## src/rtl/clk_freq_monitor.sv

```systemverilog
// ---------------------------------------------------------------------------
// clk_freq_monitor
//
// Counts rising edges of an asynchronous clock (MON_CLK) over a fixed window
// of CLK cycles, reports each window's count with range faults, and runs a
// hysteretic lock qualifier over the stream of window results.
//
// Ports
//   CLK         in   system clock, all logic on its rising edge
//   RESET       in   synchronous, active-high reset (priority over EN)
//   EN          in   monitor enable; low clears the window and the lock state
//   MON_CLK     in   monitored clock, asynchronous to CLK
//   LOCK        out  monitored clock qualified (FSM in LOCKED or HOLD)
//   MEAS_COUNT  out  edge count of the last completed window
//   MEAS_VALID  out  one-cycle pulse when a new window result is loaded
//   FAULT_HI    out  last window count was above EXP_MAX
//   FAULT_LO    out  last window count was below EXP_MIN
// ---------------------------------------------------------------------------
module clk_freq_monitor #(
    parameter int CNT_W         = 16,
    parameter int WINDOW_CYCLES = 1000,
    parameter int EXP_MIN       = 9,
    parameter int EXP_MAX       = 11,
    parameter int LOCK_COUNT    = 4,
    parameter int UNLOCK_COUNT  = 2
) (
    input  logic             CLK,
    input  logic             RESET,
    input  logic             EN,
    input  logic             MON_CLK,
    output logic             LOCK,
    output logic [CNT_W-1:0] MEAS_COUNT,
    output logic             MEAS_VALID,
    output logic             FAULT_HI,
    output logic             FAULT_LO
);

    localparam int               WIN_W    = $clog2(WINDOW_CYCLES);
    localparam logic [WIN_W-1:0] WIN_LAST = WIN_W'(WINDOW_CYCLES - 1);
    localparam logic [CNT_W-1:0] CNT_MAX  = '1;

    typedef enum logic [1:0] {
        UNLOCKED,
        ACQUIRE,
        LOCKED,
        HOLD
    } state_t;

    // -----------------------------------------------------------------------
    // Synchronizer and rising-edge detect; runs independently of EN so the
    // pipeline is already settled when a window starts.
    // -----------------------------------------------------------------------
    logic sync1, sync2, hist;
    logic edge_pulse;

    // NOTE: sequential state uses non-blocking assignments so every flop
    // samples pre-edge values, regardless of statement order.
    always_ff @(posedge CLK) begin
        if (RESET) begin
            sync1 <= 1'b0;
            sync2 <= 1'b0;
            hist  <= 1'b0;
        end else begin
            sync1 <= MON_CLK;
            sync2 <= sync1;
            hist  <= sync2;
        end
    end

    assign edge_pulse = sync2 & ~hist;

    // -----------------------------------------------------------------------
    // Window and edge counters
    // -----------------------------------------------------------------------
    logic [WIN_W-1:0] win_cnt;
    logic [CNT_W-1:0] edge_cnt;
    logic [CNT_W-1:0] closing_count;
    logic             terminal;
    logic             in_range;

    assign terminal = EN && (win_cnt == WIN_LAST);

    // Edge count including this cycle's pulse, saturating; on the terminal
    // cycle this is the value the closing window reports.
    assign closing_count = (edge_pulse && (edge_cnt != CNT_MAX)) ? edge_cnt + 1'b1
                                                                 : edge_cnt;

    assign in_range = (closing_count >= CNT_W'(EXP_MIN)) &&
                      (closing_count <= CNT_W'(EXP_MAX));

    always_ff @(posedge CLK) begin
        if (RESET) begin
            win_cnt    <= '0;
            edge_cnt   <= '0;
            MEAS_COUNT <= '0;
            MEAS_VALID <= 1'b0;
            FAULT_HI   <= 1'b0;
            FAULT_LO   <= 1'b0;
        end else if (!EN) begin
            // Results of the last completed window stay visible while idle.
            win_cnt    <= '0;
            edge_cnt   <= '0;
            MEAS_VALID <= 1'b0;
        end else begin
            MEAS_VALID <= terminal;
            if (terminal) begin
                win_cnt    <= '0;
                edge_cnt   <= '0;
                MEAS_COUNT <= closing_count;
                FAULT_HI   <= (closing_count > CNT_W'(EXP_MAX));
                FAULT_LO   <= (closing_count < CNT_W'(EXP_MIN));
            end else begin
                win_cnt    <= win_cnt + 1'b1;
                edge_cnt   <= closing_count;
            end
        end
    end

    // -----------------------------------------------------------------------
    // Lock qualifier FSM; advances only on window results.
    // -----------------------------------------------------------------------
    state_t     state_q, state_d;
    logic [7:0] good_q, good_d;
    logic [7:0] bad_q, bad_d;

    always_ff @(posedge CLK) begin
        if (RESET || !EN) begin
            state_q <= UNLOCKED;
            good_q  <= '0;
            bad_q   <= '0;
            LOCK    <= 1'b0;
        end else begin
            state_q <= state_d;
            good_q  <= good_d;
            bad_q   <= bad_d;
            // Registered from the next state so LOCK moves with MEAS_VALID.
            LOCK    <= (state_d == LOCKED) || (state_d == HOLD);
        end
    end

    // NOTE: every output of this block is defaulted first, so no path can
    // leave a variable unassigned and infer a latch.
    always_comb begin
        state_d = state_q;
        good_d  = good_q;
        bad_d   = bad_q;
        if (terminal) begin
            unique case (state_q)
                UNLOCKED: begin
                    if (in_range) begin
                        if (LOCK_COUNT == 1) begin
                            state_d = LOCKED;
                            good_d  = '0;
                        end else begin
                            state_d = ACQUIRE;
                            good_d  = 8'd1;
                        end
                    end
                end
                ACQUIRE: begin
                    if (in_range) begin
                        if (good_q + 8'd1 == 8'(LOCK_COUNT)) begin
                            state_d = LOCKED;
                            good_d  = '0;
                        end else begin
                            good_d  = good_q + 8'd1;
                        end
                    end else begin
                        state_d = UNLOCKED;
                        good_d  = '0;
                    end
                end
                LOCKED: begin
                    if (!in_range) begin
                        if (UNLOCK_COUNT == 1) begin
                            state_d = UNLOCKED;
                            bad_d   = '0;
                        end else begin
                            state_d = HOLD;
                            bad_d   = 8'd1;
                        end
                    end
                end
                HOLD: begin
                    if (in_range) begin
                        state_d = LOCKED;
                        bad_d   = '0;
                    end else if (bad_q + 8'd1 == 8'(UNLOCK_COUNT)) begin
                        state_d = UNLOCKED;
                        bad_d   = '0;
                    end else begin
                        bad_d   = bad_q + 8'd1;
                    end
                end
                default: state_d = UNLOCKED;
            endcase
        end
    end

endmodule
```

## config.mk

```make
export PLATFORM = sky130hd
export DESIGN_NAME = clk_freq_monitor
export DESIGN_NICKNAME = d
export VERILOG_FILES = /design/src/rtl/clk_freq_monitor.sv
export SDC_FILE = /design/constraint.sdc
export NUM_CORES = 1
export LEC_CHECK = 0
export CORE_UTILIZATION = 40
export CTS_BUF_LIST = sky130_fd_sc_hd__clkbuf_8
export DETAILED_ROUTE_END_ITERATION = 12
export DONT_BUFFER_PORTS = 1
export HOLD_SLACK_MARGIN = 0.03
export SLEW_MARGIN = 30
export SYNTH_ARGS = -nofsm -noshare
export SYNTH_HDL_FRONTEND = slang
export SYNTH_SLANG_ARGS = --single-unit
```

## constraint.sdc

```tcl
create_clock -name CLK -period 2.8 [get_ports CLK]
set_input_delay 0.56 -clock CLK [delete_from_list [all_inputs] [get_ports CLK]]
set_output_delay 0.56 -clock CLK [all_outputs]
set_load 0.01 [all_outputs]
```

=== Word level (Yosys, flattened, before mapping) ===
Cells that the tools add are included.

* Input port bits: 4
* Output and inout bits: 20
* Flip-flop bits (word level): 67
* Word-level logic and storage cells: 66

* Eq/ne operators: 11
* Bitwise logic cells: 3
* $lt $le $gt $ge: 4
* Add/subtract/negate cells: 4
* Mux-type cells: 17
* Reduce and logical (&&, ||, !) cells: 14

{| class="wikitable"
|+ Operators by type and width
! kind !! count
|-
| 8-bit two-way mux || 6
|-
| 8-bit one-hot mux with 2 select lines || 2
|-
| 16-bit by 1-bit adder with 16-bit output, second input constant || 1
|-
| 8-bit by 1-bit adder with 8-bit output, second input constant || 2
|-
| 16-bit by 4-bit >= comparator with 1-bit output, second input constant || 1
|-
| 16-bit by 4-bit > comparator with 1-bit output, second input constant || 1
|-
| 16-bit by 4-bit less-or-equal comparator with 1-bit output, second input constant || 1
|-
| 16-bit by 4-bit less-than comparator with 1-bit output, second input constant || 1
|-
| 16-bit two-way mux || 1
|-
| 16-bit != test, second input constant || 1
|-
| 2-bit two-way mux || 7
|-
| 10-bit by 1-bit adder with 10-bit output, second input constant || 1
|-
| 10-bit == test, second input constant || 1
|-
| 2-bit == test, second input constant || 4
|-
| 8-bit by 2-bit == test with 1-bit output, second input constant || 1
|-
| 8-bit by 3-bit == test with 1-bit output, second input constant || 1
|-
| 2-bit one-hot mux with 4 select lines || 1
|-
| 3-bit AND reduction || 2
|-
| 2-bit != test, second input constant || 2
|-
| 2-bit nonzero test || 2
|-
| 1-bit logical AND || 3
|-
| 3-bit OR reduction || 1
|-
| 2-bit by 1-bit == test with 1-bit output, second input constant || 1
|-
| 2-bit logical NOT || 1
|-
| 6 further kinds || 8
|}

=== Depth between registers and ports, before layout ===
* Depth in word-level cells: 11
* Depth in mapped cells: 10
* Depth with buffers taken out: 9

=== Worst setup path after synthesis ===
OpenSTA, ideal clock, no wires.

* Path kind: flip-flop to flip-flop
* Start: reg edge_cnt[0]
* End: reg good_q[1]
* Path buffers: 1
* Data arrival time: 2,725 ps
* Slack: 0 ps
* Data required time: 2,725 ps
* Cell stages (with the launch flop): 11
* Setup time: 75 ps
* Clock period less this slack: 2,800 ps
* Path through: dfxtp_1 ha_1 clkbuf_1 nand3_1 nor4_1 mux2i_1 o211ai_1 nor4_4 nand4_2 or3_1 o22ai_1

* Word-level cells in the longest chain between the ends: 7
* Elaborated cells on any way between the ends: 11
* Classes of those cells: 1 x add/sub; 2 x order compare; 2 x eq/ne; 3 x mux; 3 x reduce/logical

{| class="wikitable"
|+ RTL lines
! item !! RTL line !! RTL
|-
| start: declaration || 76 || <nowiki>logic [CNT_W-1:0] edge_cnt;</nowiki>
|-
| start signal: assignment || 114 || <nowiki>edge_cnt <= closing_count;</nowiki>
|-
| branches (longest 2 deep; another with 16-bit by 1-bit adder with 16-bit output) || n/a ||
|-
| 16-bit two-way mux (*) || 85 || <nowiki>assign closing_count = (edge_pulse && (edge_cnt != CNT_MAX)) ? edge_cnt + 1'b1</nowiki>
|-
| 16-bit by 4-bit >= comparator with 1-bit output / 16-bit by 4-bit less-or-equal comparator with 1-bit output (equally long branches) || 88, 89 ||
|-
| 1-bit logical AND (*) || 88 || <nowiki>assign in_range = (closing_count >= CNT_W'(EXP_MIN)) &&</nowiki>
|-
| 8-bit two-way mux / 2-bit != test (equally long branches) || n/a ||
|-
| 8-bit one-hot mux with 2 select lines / 3-bit AND reduction (equally long branches) || n/a ||
|-
| end signal: assignment || 134 || <nowiki>good_q <= good_d;</nowiki>
|-
| end: declaration || 123 || <nowiki>logic [7:0] good_q, good_d;</nowiki>
|}

Every way passes the cells marked *.
A chain may end at the register's enable or synchronous reset.

=== Worst setup path in the final report ===
* Start: reg edge_cnt[0]
* End: reg good_q[2]

The elaborated chain is that of the path after synthesis.

==> key figures <==
Floorplanning
  – Rows: 33
  – Initial Util: roughly two fifths
  – Die area: 8930 um^2
  – Die H: between 90 and 100 um
  – Die width: 94.5 um
  – Ports: 24
  – Core Region: just over 8000 um^2

Critical path
  – Worst Path Arrival: 2.92 ns
  – Reg2reg setup slack: roughly 0.09 ns
  – Cells on worst reg2reg path: 9
  – Setup Crit Path Kind: register to register
  – Worst Setup EP: good_q[2]$_SDFFE_PP0P_
  – Critical-path top delay cell: or4_1
  – Critical Path End Type: register
  – CP cell instances: buf_4 -> and4b_1 -> o211ai_1 -> or4_1 -> a21boi_0 -> a22o_2 -> nand3_2 -> a21oi_2 -> o21ai_0
  – R2r endpoint: good_q[2]$_SDFFE_PP0P_
  – Critical Path RT: 3.01 ns
  – Critical Path Start: edge_cnt[0]$_SDFF_PP0_
  – Max FO, Critical Path: 7
  – Startpoint types: register
  – Max incr delay on CP: 0.43 ns
  – RR Startpoint: edge_cnt[0]$_SDFF_PP0_

Layout
  – Layout cells sized above 1: ~14%
  – Area Overhead vs Synth: 14.1%
  – Nets: 446
  – Final Util: approximately 47%
  – N_diodes: 0

Clock network
  – H-tree Lvls: 3
  – Root Buffer: clkbuf_8
  – CTS buffer count: 9
  – # clock sinks: 67
  – Clock Latency Late Sink: 0.34 ns
  – Clk slew on worst S/H paths: 0.07 ns
  – CTS Buffer Depth: 2
  – CTS tree: yes

GRT
  – Grt ovf: 0
  – Vias in the first global route: 2838
  – Largest net degree at the start of global routing: 26
  – First-pass GRT wire length: 13.3 mm
  – Gr usage total: about a fifth
  – Initial antenna violation count: 0

Min path
  – Min-delay worst type: primary input to register
  – HP Start: RESET

Synth
  – Synthesized instance count: 420
  – Count of cell types in the netlist: 58
  – #FFs+latches synth: 67
  – Mean Syn Cell Area: 8.15 um^2
  – Post-synth EDFFs: 0
  – Syn nets: 429
  – Sequential fraction of the synthesis area: 39.2%
  – Netlist Area Pre-Place: 3420 um^2
  – Async SR Flop Fraction: 0%
  – Synth warnings: 0
  – Ys flop type: dfxtp_1

Timing
  – Fin Setup TNS: 0 ns
  – Minimum clock period: 2.71 ns
  – Fin. Hold Viols: 0
  – Worst Skew: 0.00843 ns
  – Endpoints failing setup: 0
  – Max-slew headroom: 71.3%
  – Fmax: 369 MHz
  – Slew @ Worst Pin: 0.427 ns
  – Slew Viols, Final: 0
  – Tcrit/Tclk final: 96.8%

Routing
  – DRC: 0
  – Final ANT Viol Nets: 0
  – Routed WL per cell: 14.2 um
  – DRT iter0 DRCs: 183
  – Vias post-DR: roughly 3000
  – Via/cell ratio: 5.56
  – Total wire length: around 7.8 mm
  – DR pass1 iterations: 4

Placed design
  – PortBufs: 0
  – Hpwl dp: roughly 5.5 mm
  – Final Wtd Congestion: 0.878

Outcome
  – Status: finished clean

Power and ir drop
  – Seq pwr share: 56.2%
  – Internal Power: 1330 uW
  – VDD IR max: 237 uV
  – Sw Share: 22.2%
  – Clock power frac: 41.7%
  – Leak Pwr: 0.00136 uW
  – Power per cell area: 436 nW/um^2
  – Net Sw Power: 378 uW
  – Comb pwr share: 2.0%

Flow run
  – Max-Cap Viols: 0
[placed cells by master, fill, tap and decap left out, drive strengths merged, types with 6 or more instances in the layout]
master / synthesis / final
nand2: 42 / 42
inv: 6 / 9
mux2i: 7 / 7
nor2b: 6 / 6
nand2b: 11 / 11
nand3: 32 / 32
a211oi: 15 / 15
clkbuf: 14 / 11
xnor2: 16 / 16
o21ai: 12 / 12
a21oi: 12 / 12
buf: 7 / 27
nand4: 11 / 11
nor4: 7 / 7
dfxtp: 67 / 67
nor2: 66 / 66
and3: 10 / 10
xor2: 11 / 11
[cell usage after synthesis (5+ instances only)]
cell	instances	share of area [%]
nand2_1	42	4.6
a21oi_1	11	1.6
ha_1	5	1.8
a211oi_1	15	3.3
nand3b_1	5	1.1
nand3_1	31	4.5
nand2b_1	11	2.0
buf_2	5	0.73
dfxtp_1	67	39
nor2b_1	6	1.1
nor4_1	5	0.91
xnor2_1	16	4.1
o21ai_0	11	1.6
mux2i_1	7	2.0
nor2_1	66	7.2
xor2_1	11	2.8
nor3_1	5	0.73
inv_1	6	0.66
and3_1	10	1.8
clkbuf_1	14	1.5
nand4_1	10	1.8
[layer usage]
layer | vias up | GRT usage (%) | share of wire [%] | routed length [um]
met4 | 0 | 8.84 | 1.8 | 140
met1 | 1427 | 23.8 | 49 | 3840
met5 | - | 0 | 0 | 0
li1 | 1537 | - | - | -
met2 | 67 | 29.9 | 44 | 3410
met3 | 12 | 5.96 | 4.9 | 380
[area by class of cell]
| type | count | area (um^2) |
|---|---|---|
| clock buffers | 11 | 151 |
| clock inverters | 5 | 21.3 |
| fillers | 795 | 4350 |
| inverters | 6 | 22.5 |
| multi-input cells | 326 | 2030 |
| flip-flops and latches | 67 | 1350 |
| well taps | 105 | 131 |
| repair buffers | 27 | 203 |
[power groups by stage]
stage / clock network [uW] / logic, uW / registers (uW)
6_report: 711 / 34.8 / 959
5_1_grt: 784 / 39.0 / 959
4_1_cts: 738 / 35.1 / 958
3_5_place_dp: 0 / 34.7 / 980
3_3_place_gp: 0 / 34.5 / 980
2_1_floorplan: 0 / 25.9 / 980
[worst min path at each step]
stage / end / slack (ns) / depth (start not counted)
final: sync1$_SDFF_PP0_ / 0.28 / 1
after global routing: sync2$_SDFF_PP0_ / 0.26 / 1
after CTS: MEAS_COUNT[7]$_SDFFE_PP0P_ / 0.26 / 1
after detailed placement: sync2$_SDFF_PP0_ / 0.43 / 1
after global placement: sync2$_SDFF_PP0_ / 0.42 / 1
after floorplan: sync2$_SDFF_PP0_ / 0.41 / 1
[flip-flops by register name, summed over array words and instances, names as in the netlist]
signal      count
sync2           1
edge_cnt       16
win_cnt        10
good_q          8
bad_q           8
LOCK            1
hist            1
FAULT_HI        1
MEAS_VALID      1
FAULT_LO        1
sync1           1
MEAS_COUNT     16
state_q         2
[logic make-up (layout without fill, tap and decap cells)]
logic type      Yosys count  in the layout  synth area share, %
simple gates            215            215                 31.8
compound gates           71             71                 14.7
flops                    67             67                 39.2
xor+xnor                 27             27                 6.91
buf+inv                  27             49                 3.25
mux                       8              8                 2.37
fa+ha+maj                 5              5                 1.83
[metrics by stage]
stage / instance area, um^2 / hold slack [ns] / std cells / setup slack, ns / power, uW
global route: 3910 / 0.255 / 547 / -0.0397 / 1780
CTS: 3840 / 0.262 / 545 / 0.0346 / 1730
detailed placement: 3650 / 0.430 / 527 / -0.0136 / 1020
finish: 3910 / 0.279 / 547 / 0.0883 / 1710
floorplan: 3420 / 0.414 / 420 / 0.000235 / 1010
global placement: 3650 / 0.423 / 527 / 0.0576 / 1010
[repair_timing]
| item | CTS | global route |
|---|---|---|
| gates resized for setup | 2 | 14 |
| hold buffers | 0 | 0 |
| pin swaps | 1 | 3 |
| setup buffers | 2 | 2 |
| setup endpoints to repair | 9 | 18 |
[worst max-delay path: cells and delay by family, from the launching register on]
| family | cells | cell delay (ns) |
|---|---|---|
| AOI/OAI and AO/OA | 5 | 1.16 |
| and+or+nand+nor | 3 | 0.90 |
| DFF | 1 | 0.36 |
| buffers and inverters | 1 | 0.15 |
No activity file was read; power rests on OpenSTA's default activity.
